===== src/rtl/rom_read_sequencer_if.sv =====
// ROM address/data bus and downstream valid/ready byte stream of the ROM read sequencer.
interface rom_read_sequencer_if #(
  parameter int unsigned ADDR_WIDTH = 9,
  parameter int unsigned DATA_WIDTH = 8
);
  logic                  start;
  logic [ADDR_WIDTH-1:0] address_line;
  logic                  rom_ce_n;
  logic                  rom_oe_n;
  logic [DATA_WIDTH-1:0] rom_data;
  logic [DATA_WIDTH-1:0] data_out;
  logic                  data_valid;
  logic                  data_ready;
  logic                  busy;
  logic                  done;

  // Sequencer side
  modport master (
    input  start, rom_data, data_ready,
    output address_line, rom_ce_n, rom_oe_n, data_out, data_valid, busy, done
  );

  // ROM chip / consumer / controller side
  modport slave (
    output start, rom_data, data_ready,
    input  address_line, rom_ce_n, rom_oe_n, data_out, data_valid, busy, done
  );
endinterface


===== src/rtl/rom_read_sequencer.sv =====
// Sweeps ROM addresses 0..END_ADDRESS, waits ACCESS_CYCLES per location with
// strobes asserted, then hands each byte downstream over valid/ready.
module rom_read_sequencer #(
  parameter int unsigned ADDR_WIDTH    = 9,
  parameter int unsigned DATA_WIDTH    = 8,
  parameter int unsigned END_ADDRESS   = 511,
  parameter int unsigned ACCESS_CYCLES = 4
) (
  input  logic               clk,
  input  logic               reset,
  rom_read_sequencer_if.master bus
);

  typedef enum logic [1:0] {IDLE, ACCESS, HANDOFF, DONE} state_t;

  localparam logic [ADDR_WIDTH-1:0] LAST_ADDRESS = ADDR_WIDTH'(END_ADDRESS);
  localparam logic [3:0]            LAST_COUNT   = 4'(ACCESS_CYCLES - 1);

  state_t                state, state_nxt;
  logic [3:0]            count, count_nxt;
  logic [ADDR_WIDTH-1:0] address, address_nxt;
  logic                  ce_n, ce_n_nxt;
  logic                  oe_n, oe_n_nxt;
  logic [DATA_WIDTH-1:0] data, data_nxt;
  logic                  valid, valid_nxt;
  logic                  busy, busy_nxt;
  logic                  done, done_nxt;

  // State and registered outputs; reset overrides everything
  always_ff @(posedge clk) begin
    if (reset) begin
      state   <= IDLE;
      count   <= '0;
      address <= '0;
      ce_n    <= 1'b1;
      oe_n    <= 1'b1;
      data    <= '0;
      valid   <= 1'b0;
      busy    <= 1'b0;
      done    <= 1'b0;
    end else begin
      state   <= state_nxt;
      count   <= count_nxt;
      address <= address_nxt;
      ce_n    <= ce_n_nxt;
      oe_n    <= oe_n_nxt;
      data    <= data_nxt;
      valid   <= valid_nxt;
      busy    <= busy_nxt;
      done    <= done_nxt;
    end
  end

  // Next-state decode
  always_comb begin
    state_nxt = state;
    unique case (state)
      IDLE:    if (bus.start) state_nxt = ACCESS;
      ACCESS:  if (count == LAST_COUNT) state_nxt = HANDOFF;
      HANDOFF: if (bus.data_ready) state_nxt = (address == LAST_ADDRESS) ? DONE : ACCESS;
      DONE:    state_nxt = IDLE;
      default: state_nxt = IDLE;
    endcase
  end

  // Next values of the registered outputs, decoded from the current state so
  // every output changes on the same edge as the state transition
  always_comb begin
    count_nxt   = count;
    address_nxt = address;
    ce_n_nxt    = ce_n;
    oe_n_nxt    = oe_n;
    data_nxt    = data;
    valid_nxt   = valid;
    busy_nxt    = busy;
    done_nxt    = done;
    unique case (state)
      IDLE: begin
        count_nxt   = '0;
        address_nxt = '0;
        ce_n_nxt    = 1'b1;
        oe_n_nxt    = 1'b1;
        valid_nxt   = 1'b0;
        busy_nxt    = 1'b0;
        done_nxt    = 1'b0;
        if (bus.start) begin
          ce_n_nxt = 1'b0;
          oe_n_nxt = 1'b0;
          busy_nxt = 1'b1;
        end
      end
      ACCESS: begin
        count_nxt = count + 4'd1;
        if (count == LAST_COUNT) begin
          data_nxt  = bus.rom_data;
          valid_nxt = 1'b1;
        end
      end
      HANDOFF: begin
        if (bus.data_ready) begin
          valid_nxt = 1'b0;
          count_nxt = '0;
          // Compare before incrementing so a full-range END_ADDRESS stops
          // instead of rolling over to 0
          if (address == LAST_ADDRESS) begin
            address_nxt = '0;
            ce_n_nxt    = 1'b1;
            oe_n_nxt    = 1'b1;
            done_nxt    = 1'b1;
          end else begin
            address_nxt = address + ADDR_WIDTH'(1);
          end
        end
      end
      DONE: begin
        count_nxt   = '0;
        address_nxt = '0;
        ce_n_nxt    = 1'b1;
        oe_n_nxt    = 1'b1;
        valid_nxt   = 1'b0;
        busy_nxt    = 1'b0;
        done_nxt    = 1'b0;
      end
      default: begin
        count_nxt   = '0;
        address_nxt = '0;
        ce_n_nxt    = 1'b1;
        oe_n_nxt    = 1'b1;
        valid_nxt   = 1'b0;
        busy_nxt    = 1'b0;
        done_nxt    = 1'b0;
      end
    endcase
  end

  assign bus.address_line = address;
  assign bus.rom_ce_n     = ce_n;
  assign bus.rom_oe_n     = oe_n;
  assign bus.data_out     = data;
  assign bus.data_valid   = valid;
  assign bus.busy         = busy;
  assign bus.done         = done;

endmodule


===== src/flat_wrapper.sv =====
// flat-port wrapper written by rule: the top's interface ports become plain ports
module rom_read_sequencer_flat 
#(
  parameter int unsigned ADDR_WIDTH    = 9,
  parameter int unsigned DATA_WIDTH    = 8,
  parameter int unsigned END_ADDRESS   = 511,
  parameter int unsigned ACCESS_CYCLES = 4
)
  (clk, reset, bus_start, bus_rom_data, bus_data_ready, bus_address_line, bus_rom_ce_n, bus_rom_oe_n, bus_data_out, bus_data_valid, bus_busy, bus_done);
  rom_read_sequencer_if #(.ADDR_WIDTH(ADDR_WIDTH), .DATA_WIDTH(DATA_WIDTH)) bus_i ();
  input  logic clk;
  input  logic reset;
  input wire logic [$bits(bus_i.start)-1:0] bus_start;
  input wire logic [$bits(bus_i.rom_data)-1:0] bus_rom_data;
  input wire logic [$bits(bus_i.data_ready)-1:0] bus_data_ready;
  output wire logic [$bits(bus_i.address_line)-1:0] bus_address_line;
  output wire logic [$bits(bus_i.rom_ce_n)-1:0] bus_rom_ce_n;
  output wire logic [$bits(bus_i.rom_oe_n)-1:0] bus_rom_oe_n;
  output wire logic [$bits(bus_i.data_out)-1:0] bus_data_out;
  output wire logic [$bits(bus_i.data_valid)-1:0] bus_data_valid;
  output wire logic [$bits(bus_i.busy)-1:0] bus_busy;
  output wire logic [$bits(bus_i.done)-1:0] bus_done;
  assign bus_i.start = bus_start;
  assign bus_i.rom_data = bus_rom_data;
  assign bus_i.data_ready = bus_data_ready;
  assign bus_address_line = bus_i.address_line;
  assign bus_rom_ce_n = bus_i.rom_ce_n;
  assign bus_rom_oe_n = bus_i.rom_oe_n;
  assign bus_data_out = bus_i.data_out;
  assign bus_data_valid = bus_i.data_valid;
  assign bus_busy = bus_i.busy;
  assign bus_done = bus_i.done;
  rom_read_sequencer #(.ADDR_WIDTH(ADDR_WIDTH), .DATA_WIDTH(DATA_WIDTH), .END_ADDRESS(END_ADDRESS), .ACCESS_CYCLES(ACCESS_CYCLES)) u_core (.clk(clk), .reset(reset), .bus(bus_i));
endmodule

===== config.mk =====
export PLATFORM = sky130hd
export DESIGN_NAME = rom_read_sequencer_flat
export DESIGN_NICKNAME = d
export VERILOG_FILES = /design/src/rtl/rom_read_sequencer_if.sv /design/src/rtl/rom_read_sequencer.sv /design/src/flat_wrapper.sv
export SDC_FILE = /design/constraint.sdc
export NUM_CORES = 1
export LEC_CHECK = 0
export ABC_AREA = 1
export CAP_MARGIN = 5
export CELL_PAD_IN_SITES_DETAIL_PLACEMENT = 0
export CELL_PAD_IN_SITES_GLOBAL_PLACEMENT = 1
export CORE_MARGIN = 8
export CORE_UTILIZATION = 36
export CTS_BUF_LIST = sky130_fd_sc_hd__clkbuf_8
export DETAILED_ROUTE_END_ITERATION = 6
export GPL_TIMING_DRIVEN = 0
export PLACE_DENSITY = 0.85
export REMOVE_ABC_BUFFERS = 1
export SETUP_SLACK_MARGIN = 0.1
export SYNTH_ARGS = -nofsm -noshare
export SYNTH_HDL_FRONTEND = slang
export SYNTH_SLANG_ARGS = --single-unit

===== constraint.sdc =====
create_clock -name clk -period 2.35 [get_ports clk]
set_clock_uncertainty 0.15 [all_clocks]
set_input_delay 0.705 -clock clk [delete_from_list [all_inputs] [get_ports clk]]
set_output_delay 0.705 -clock clk [all_outputs]
set_load 0.005 [all_outputs]

# Word-level counts from Yosys, hierarchy flattened
# Cells that the tools add are included.
totals:
  register_bits: 27
  in_bits: 12
  output_inout_bits: 22
  word_cells: 50
op_classes:
  n_addsub: 2
  eq_ne: 9
  n_mux: 20
  n_reduce_logical: 11
ops:
  columns: ["cell", "n"]
  rows:
  - ["$mux 9", 2]
  - ["$pmux 9 s2", 1]
  - ["$pmux 4 s3", 1]
  - ["$add 9x1->9 const B", 1]
  - ["$eq 9x9->1 const B", 1]
  - ["$reduce_and 3->1", 3]
  - ["$mux 2", 4]
  - ["$pmux 2 s4", 1]
  - ["$mux 1", 6]
  - ["$pmux 1 s3", 2]
  - ["$reduce_and 2->1", 3]
  - ["$add 4x1->4 const B", 1]
  - ["$eq 2x2->1 const B", 2]
  - ["$eq 4x2->1 const B", 1]
  - ["$mux 4", 1]
  - ["$ne 2x1->1 const B", 2]
  - ["$ne 2x2->1 const B", 2]
  - ["$pmux 1 s2", 2]
  - ["$reduce_bool 2->1", 2]
  - ["$reduce_bool 3->1", 1]
  - ["$eq 2x1->1 const B", 1]
  - ["$logic_not 2->1", 1]
  - ["$reduce_or 2->1", 1]

# Longest topological paths before layout
logic_depth:
  ltp_word: 4
  depth_mapped: 13
  depth_no_buf: 13

# Worst setup path after synthesis
# Ideal clock, no wire load.
synth_timing:
  path_kind: "reg-to-reg"
  start: "register u_core.address[0], in the netlist u_core.bus.address_line[0]"
  end: "register u_core.address[6], in the netlist u_core.bus.address_line[6]"
  setup_ps: 115
  arrival_time_ps: 1578
  required_time_ps: 2085
  setup_slack_ps: 507
  stages_incl_launch_ff: 14
  path_buffers: 0
  period_less_slack_ps: 1843
  path_cell_list: "dfxtp_1 -> ha_1 -> nand2_1 -> inv_1 -> nand2_1 -> nor4_1 -> ha_1 -> inv_1 -> nand2_1 -> nand2_4 -> nand2_4 -> inv_4 -> nand2_1 -> nor2_1"
synth_between:
  elab_chain_cells: 4
  elab_cells_between_ends: 5
  cone_classes: "add/sub (1); eq/ne (1); mux (3)"
synth_lines:
  columns: ["item", "line", "source"]
  rows:
  - ["start, declared", "rom_read_sequencer.sv:21", "logic [ADDR_WIDTH-1:0] address, address_nxt;"]
  - ["start signal, assigned", "rom_read_sequencer.sv:44", "address <= address_nxt;"]
  - ["$add 9x1->9 / $eq 9x9->1 (equally long branches)", "rom_read_sequencer.sv:111, rom_read_sequencer.sv:105", null]
  - ["$mux 9 *", "rom_read_sequencer.sv:105", "if (address == LAST_ADDRESS) begin"]
  - ["$mux 9 *", "rom_read_sequencer.sv:100", "if (bus.data_ready) begin"]
  - ["$pmux 9 s2 *", "rom_read_sequencer.sv:77", "unique case (state)"]
# Every way passes the cells marked *; elsewhere a longest branch is shown, timed or not. The select of a mux whose other input is x is not followed.
# A chain may end at the register's enable or synchronous reset.

# Final worst setup path
layout_timing:
  start: "register u_core.address[6], in the netlist u_core.bus.address_line[6]"
  end: "output port bus_address_line[6]"
layout_rtl:
  columns: ["item", "line", "source"]
  rows:
  - ["end, declared", "flat_wrapper.sv:16", "output wire logic [$bits(bus_i.address_line)-1:0] bus_address_line;"]
# No word-level cell between the ends.

==> results.cfg <==
[critical_path]
ff2ff_setup_slack_ns = 0.39
worst_ep_required_time_ns = 1.49
cp_max_fo = 5
rr_worst_depth = 13
crit_path_cell_trace = clkdlybuf4s50_1
reg2reg_from = u_core.bus.address_line[0]$_SDFFE_PP0P_
crit_type = reg2out
path_buf_inv = 1
slowest_delay_ns = 0.53
start_kind = flip-flop
critPathArrivalTime_ns = 1.22
critPathTopFamily = buffers and inverters
endpoint_kind = output port
slowest_stage = clkdlybuf4s50_1
rr_endpoint = u_core.bus.address_line[6]$_SDFFE_PP0P_

[floorplanning]
die_height_um = 78.3
start_util = 0.379
row_count = 22
core-area_mm2 = 0.00369
dieArea_mm2 = 0.00613
die_w_um = 78.3
ioPinCount = 34

[final_layout]
area_growth_pct = 28.6
diodes = 0
drive_gt1_frac = 0.118
nets = 234
stdcell_area_mm2 = 0.00180
fin_util = 0.487

[worst_hold_path]
hold_end = u_core.bus.data_valid$_SDFFE_PP0P_
min_path_cells = 2
hp-class = reg2reg
min_from = u_core.bus.data_valid$_SDFFE_PP0P_

[sta]
worst_slew_margin_rel = 0.641
finalSetupViolCount = 0
period_minus_slack_ns = 2.08
max_freq_mhz = 481
finalHoldViolCount = 0
rsz0062_at_grt = false
setup_tns_ns = 0
drv_slew = 0
tightestPinTransition_ns = 0.538
fin_ws_ns = 0.271
period_share = 0.885

[detailed_routing]
ant_nets = 0
first_pass_iters = 4
drt-initial-drc-count = 76
vias = 1192
via_per_inst = 4.58
wire_per_inst_um = 11.3
drc_errors = 0
routed_wl_mm = 2.95

[power]
p_switching_w = 0.000600
p_comb_frac = 0.452
seqPwrFrac = 0.370
power_density_mw_per_mm2 = 837
leakagePower_nw = 0.721
totalPowerFinal_w = 0.00151
internal_power_w = 0.000905
switching_share = 0.399
clock_power_share = 0.178
ir_worst_vdd_v = 0.000473

[clock_tree]
post-cts-setup-buffers = 0
clockBufferDepth = 2
cts_tree = done
cts_buffers = 3
clock_latency_ns = 0.27
cts_root_buf = clkbuf_8
path_clk_slew_ns = 0.10
clkSinkCount = 27
htreeDepth = 1
hold_buffers = 0

[global_route]
grt_max_degree = 16
grt_pass1_wl_mm = 5.12
first_global_vias = 1152
grt_usage = 0.0961
grt_remaining_overflow = 0
antenna_found_initial = 0

[synth]
async_flop_share = 0
synth_top_area_frac = 0.387
yosysTopAreaCell = dfxtp_1
synthTopCellsByCount = nand2_1, dfxtp_1, nor2_1, a21oi_1, inv_1
syn_area_mm2 = 0.00140
synth_area_per_cell_um2 = 7.76
synth.distinct_cells = 30
ys_seq_area_frac = 0.387
synth_area_leaders = dfxtp_1, nand2_1, ha_1
syn_inst = 180
yosysWarningCount = 0
yosysMostFrequentCell = nand2_1
synth-seq-cells = 27
synth_edf_count = 0
synth_ff_type = dfxtp_1

[placement]
place.gp.congestion = 0.812
dp_slack_ns = 0.0149
dpl_cell_area_mm2 = 0.00175
dp_hpwl_mm = 2.29
io_buffers = 33

[status]
status = finished clean

[flow_run]
maxCapViolCount = 0
worst min-delay path: stages, from the launching register on:
cell and delay [ns]:
dfxtp_1 0.32, inv_1 0.04, a21oi_1 0.05
through the flow:
stage | hold slack (ns) | cells
finish | 0.303 | 260
detailed placement | 0.292 | 256
CTS | 0.307 | 260
global placement | 0.288 | 256
floorplan | 0.296 | 175
global route | 0.327 | 260
flip-flops by register name, summed over array words and instances (netlist names):
register	count
u_core.bus.data_valid	1
u_core.bus.data_out	8
u_core.bus.done	1
u_core.bus.rom_ce_n	1
u_core.count	4
u_core.bus.busy	1
u_core.state	2
u_core.bus.address_line	9
placed cells by master (no fill, tap or decap):
cell	n
nand3_1	14
nand2_2	2
nor3_1	3
ha_1	9
inv_1	16
nor2_4	3
inv_2	2
dfxtp_1	27
nor4_2	1
nand2_1	34
xor2_1	1
nand4_1	5
nand2_4	4
inv_4	1
clkinv_2	1
nor2_1	19
clkdlybuf4s50_1	33
a21oi_1	18
o21ai_4	1
clkbuf_8	3
nor2_2	3
xnor2_1	1
nor3_2	2
or2_0	1
inv_6	1
or2_2	1
o21ai_0	5
and3_1	1
timing repair:
action                                  in CTS  in global routing
endpoints found under the setup margin       0                  5
hold endpoints to repair                     0                  0
resized for setup                            0                  1
power by group through the flow:
stage / Clock [W] / Sequential (W) / Combinational (W)
global route: 0.000301 / 0.000565 / 0.000772
detailed placement: 0 / 0.000567 / 0.000687
floorplan: 0 / 0.000564 / 0.000496
finish: 0.000268 / 0.000557 / 0.000681
global placement: 0 / 0.000567 / 0.000684
CTS: 0.000283 / 0.000557 / 0.000690
kinds of logic (layout without fill, tap and decap cells):
kind of cell,after synthesis,after routing,share of synthesized area
AND/OR/NAND/NOR,93,93,0.337
adder cells (fa/ha/maj),9,9,0.0806
XOR/XNOR,2,2,0.0125
buffers and inverters,25,57,0.0895
AO/OA/AOI/OAI,24,24,0.0940
flip-flops,27,27,0.387
area by class of cell:
cell class	instances	area, µm²
clock inverters	1	5.00
inverters	20	82.6
clock buffers	3	41.3
fillers	385	1890
repair buffers	33	330
flip-flops and latches	27	541
well taps	48	60.1
multi-input cells	128	738
metal layers:
metal	part of all wire	track usage	vias up
met5	0	0	-
met4	0.012	0.0278	0
met3	0.039	0.0239	6
met2	0.45	0.162	25
met1	0.49	0.117	517
li1	-	-	644
worst max-delay path by stage:
| stage | start | to | slack, ns | cells past startpoint |
|---|---|---|---|---|
| finish | u_core.bus.address_line[6]$_SDFFE_PP0P_ | bus_address_line[6] | 0.27 | 1 |
| global route | u_core.bus.address_line[0]$_SDFFE_PP0P_ | u_core.bus.address_line[4]$_SDFFE_PP0P_ | 0.14 | 13 |
| CTS | u_core.bus.address_line[0]$_SDFFE_PP0P_ | u_core.bus.address_line[4]$_SDFFE_PP0P_ | 0.21 | 13 |
| detailed placement | reset | u_core.bus.address_line[4]$_SDFFE_PP0P_ | 0.01 | 6 |
| global placement | reset | u_core.bus.address_line[4]$_SDFFE_PP0P_ | -0.006 | 6 |
| floorplan | u_core.bus.address_line[0]$_SDFFE_PP0P_ | u_core.bus.address_line[6]$_SDFFE_PP0P_ | 0.51 | 13 |
Note: power is estimated with default switching activity, not from simulation.
